`config.mk`:
```
export PLATFORM = sky130hd
export DESIGN_NAME = cla_group4
export DESIGN_NICKNAME = d
export VERILOG_FILES = /design/src/rtl/cla_group4.sv
export SDC_FILE = /design/constraint.sdc
export NUM_CORES = 1
export LEC_CHECK = 0
export CORE_AREA = 3 3 40 42
export DETAILED_ROUTE_END_ITERATION = 10
export DIE_AREA = 0 0 43 45
export DONT_BUFFER_PORTS = 1
export PLACE_DENSITY = 0.3
export SYNTH_ARGS = -nofsm -noshare
export SYNTH_HDL_FRONTEND = slang
export SYNTH_SLANG_ARGS = --single-unit
```
`constraint.sdc`:
```
create_clock -name vclk -period 1.6
set_clock_uncertainty 0.05 [all_clocks]
set_input_delay 0.32 -clock vclk [all_inputs]
set_output_delay 0.32 -clock vclk [all_outputs]
set_load 0.005 [all_outputs]
```
`src/rtl/cla_group4.sv`:
```
// rtl/cla_group4.sv - 4-bit carry-lookahead group with group generate/propagate
module cla_group4 (
  input  logic [3:0] a,
  input  logic [3:0] b,
  input  logic       cin,
  output logic [3:0] sum,
  output logic       g_out,
  output logic       p_out
);

  logic [3:0] g;
  logic [3:0] p;
  logic [3:0] c;

  assign g = a & b;
  assign p = a ^ b;

  // Every carry is a flat sum-of-products of g, p and cin; nothing ripples.
  assign c[0] = cin;
  assign c[1] = g[0] | (p[0] & cin);
  assign c[2] = g[1] | (p[1] & g[0]) | (p[1] & p[0] & cin);
  assign c[3] = g[2] | (p[2] & g[1]) | (p[2] & p[1] & g[0]) | (p[2] & p[1] & p[0] & cin);

  assign g_out = g[3] | (p[3] & g[2]) | (p[3] & p[2] & g[1]) | (p[3] & p[2] & p[1] & g[0]);
  assign p_out = &p;

  assign sum = p ^ c;

endmodule

```
Word level (Yosys, flattened, before mapping)
Cells that the tools add are included.
{"block": "word_totals", "regBits": 0, "input_bits": 9, "output_inout_bits": 6, "word_cells": 27}
{"block": "classes", "bitwise_logic": 26, "n_reduce_logical": 1}
{"cell": "$and A1 B1 Y1", "n": 14}
{"cell": "$or A1 B1 Y1", "n": 9}
{"cell": "$xor A4 B4 Y4", "n": 2}
{"cell": "$and A4 B4 Y4", "n": 1}
{"cell": "$reduce_and A4 Y1", "n": 1}

Longest topological paths before layout
Gate-level depths: netlist of the first run.
{"block": "depth", "word_depth": 6, "ltp_mapped": 4, "ltp_nobuf": 4}

Worst setup path after synthesis of the first run
No wires, ideal clock.
{"block": "synth_path", "path_type": "input port to output port", "startpoint": "in a[2]", "endpoint": "out sum[3]", "path_buffers": 0, "t_required_ps": 1230, "path_stages": 4, "t_arrival_ps": 1095, "path_slack_ps": 135, "path_cell_list": "ha_1 -> a21oi_1 -> nand3_1 -> xor2_1"}
{"block": "synth_via", "elab_chain_len": 6, "elab_cells_between_ends": 11, "cone_classes": "bitwise (11)"}
{"item": "start, declared", "line": "3", "text": "input logic [3:0] a,"}
{"item": "$xor A4 B4 Y4", "line": "16", "text": "assign p = a ^ b;"}
{"item": "$and A1 B1 Y1", "line": "22", "text": "assign c[3] = g[2] | (p[2] & g[1]) | (p[2] & p[1] & g[0]) | (p[2] & p[1] & p[0] & cin);"}
{"item": "$or A1 B1 Y1 or $and A1 B1 Y1 (tied branches) (2 in a row)", "line": "22"}
{"item": "$or A1 B1 Y1 (*)", "line": "22"}
{"item": "$xor A4 B4 Y4 (*)", "line": "27", "text": "assign sum = p ^ c;"}
{"item": "end, declared", "line": "6", "text": "output logic [3:0] sum,"}
Mark *: on every way between the ends. The rest lies on a longest branch, timed or not.

Worst setup path after layout of the first run
Ends and elaborated chain as after synthesis.

==> results of run 1 <==
-- worst max-delay path, stage by stage --
cell     delay (ps)
ha_1            350
a21oi_2         180
nand3_1         120
xor2_1          180
-- power by group --
part | leakage (nW) | switching [mW] | internal [mW]
sequential | 0 | 0 | 0
clock | 0 | 0 | 0
combinational | 0.101 | 0.0373 | 0.0291
total | 0.101 | 0.0373 | 0.0291
-- cell usage in the layout, fill, tap and decap left out --
cell     n
a21o_1   2
a21oi_2  2
and4_2   1
fa_1     1
ha_1     4
inv_1    4
nand2_1  1
nand3_1  2
nand4_1  1
xnor2_1  2
xor2_1   1
-- final timing paths --
path	from	end	slack [ps]	depth (start not counted)
setup / recovery	a[2]	sum[3]	80	4
hold / removal	b[3]	g_out	810	2
-- through the flow --
stage / hold slack, ps / worst slack, ps / utilization (%)
final: 808 / 78.4 / 15.0
after global routing: 817 / 19.3 / 15.0
after CTS: 810 / 34.1 / 14.7
after detailed placement: 812 / 40.8 / 14.7
after global placement: 807 / 58.2 / 14.7
after floorplan: 791 / 135 / -
-- cells by family after synthesis --
logic type	after synthesis	share of synthesized area [%]
xor gates and xnor gates	3	15.4
AOI/OAI and AO/OA	4	16.9
and+or+nand+nor	5	17.6
buffers and inverters	4	8.82
adders and majority gates	5	41.2
-- cell type report --
cell class         instances  area [µm²]  area share [%]
multi-input cells         17         159            82.5
well taps                 15        18.8            9.74
inverters                  4        15.0            7.79
-- layer usage --
metal / global-route usage, % / part of all wire [%] / routed length [µm] / vias to the layer above
met5: 0 / 0 / 0 / -
met4: 0 / 0 / 0 / 0
met3: 1.59 / 13 / 53 / 0
met2: 6.89 / 40 / 158 / 11
met1: 5.73 / 46 / 182 / 58
li1: - / - / - / 73
==> flow_metrics.env, run 1 <==
export IMPL_status="finished clean"
export IMPL_required_ps=1230
export IMPL_cts_setup_buffers=0
export IMPL_synth_cell_types=12
export IMPL_crit_type="in -> out"
export IMPL_detail_route_drc_violations=0
export IMPL_period_share_pct=95.1
export IMPL_synth_fp_nets=35
export IMPL_regArea_um2=0
export IMPL_ys_top_cells_by_count="4 x ha_1, 4 x inv_1, 2 x a21o_1, 2 x nand3_1, 2 x xnor2_1"
export IMPL_antenna_cells=0
export IMPL_synth_top_area_share_pct=29.4
export IMPL_drt_initial_drc_count=2
export IMPL_grt_max_degree=6
export IMPL_place_congestion=0.648
export IMPL_crit_arrival_ps=1150
export IMPL_seq_cell_count=0
export IMPL_die_area_um2=1940
export IMPL_initial_utilization_pct=13.2
export IMPL_hold_path_class="in -> out"
export IMPL_nets=37
export IMPL_fin_crit_ps=1520
export IMPL_maxCapViolCount=0
export IMPL_portBuffers=0
export IMPL_endpoint_kind="primary output"
export IMPL_nClkBuffers=0
export IMPL_slew_violations=0
export IMPL_totalWireLength_um=394
export IMPL_yosysSeqAreaShare_pct=0
export IMPL_rsz0062_at_grt="no"
export IMPL_dp_cells=36
export IMPL_placed_area_um2=189
export IMPL_row_count=13
export IMPL_fmax_mhz=657
export IMPL_drtPass1Iterations=2
export IMPL_total_power_mw=0.0663
export IMPL_fin_area_um2=193
export IMPL_hpwl_um=369
export IMPL_nFillCells=149
export IMPL_grt_usage_pct=4.23
export IMPL_dieWidth_um=43
export IMPL_antenna_found_initial=0
export IMPL_grt_pass1_vias=157
export IMPL_grt_overflow=0
export IMPL_yosys_area_top_type="ha_1"
export IMPL_viasPerCell=3.94
export IMPL_layoutNonFillerInstCount=36
export IMPL_drive_gt1_share_pct=14.3
export IMPL_die_y_um=45
export IMPL_vias=142
export IMPL_peakVddDrop_v=0.0000876
export IMPL_ys_top_cells_by_area="ha_1 29%, fa_1 12%, xnor2_1 10%, a21o_1 8.8%, inv_1 8.8%"
export IMPL_cts_resized_gates=0
export IMPL_ant_nets=0
export IMPL_slew_headroom_pct=86.1
export IMPL_io_pins=15
export IMPL_wire_per_inst_um=10.9
export IMPL_syn_inst=21
export IMPL_syn_area_per_cell_um2=8.10
export IMPL_final_setup_viol_count=0
export IMPL_p_per_area_nw_per_um2=344
export IMPL_cp_max_fo=5
export IMPL_timing_hold_violations_final=0
export IMPL_synth_area_um2=170
export IMPL_grt_first_pass_wirelength_um=683
export IMPL_cts_hold_buf=0
export IMPL_worst_pin_slew_ps=206
export IMPL_p_leak_nw=0.101
export IMPL_crit_path_start_kind="primary input"
export IMPL_yosysWarningCount=0
export IMPL_syn_to_final_growth_pct=13.2
export IMPL_core_um2=1280
export IMPL_setup_tns_ps=0
Power figures use the tool's default switching activity.
==> inputs of run 2 (changes only) <==
--- a/config.mk
+++ b/config.mk
@@ -10,6 +10,7 @@
 export DIE_AREA = 0 0 43 45
 export DONT_BUFFER_PORTS = 1
 export PLACE_DENSITY = 0.3
+export SLEW_MARGIN = 20
 export SYNTH_ARGS = -nofsm -noshare
 export SYNTH_HDL_FRONTEND = slang
 export SYNTH_SLANG_ARGS = --single-unit
==> results of run 2 <==
The final DEF is identical to that of run 1; final timing and power are the same.
==> inputs of run 3 (changes only) <==
--- a/config.mk
+++ b/config.mk
@@ -5,6 +5,7 @@
 export SDC_FILE = /design/constraint.sdc
 export NUM_CORES = 1
 export LEC_CHECK = 0
+export CAP_MARGIN = 20
 export CORE_AREA = 3 3 40 42
 export DETAILED_ROUTE_END_ITERATION = 10
 export DIE_AREA = 0 0 43 45
==> results of run 3 <==
The final DEF is identical to that of run 1; final timing and power are the same.
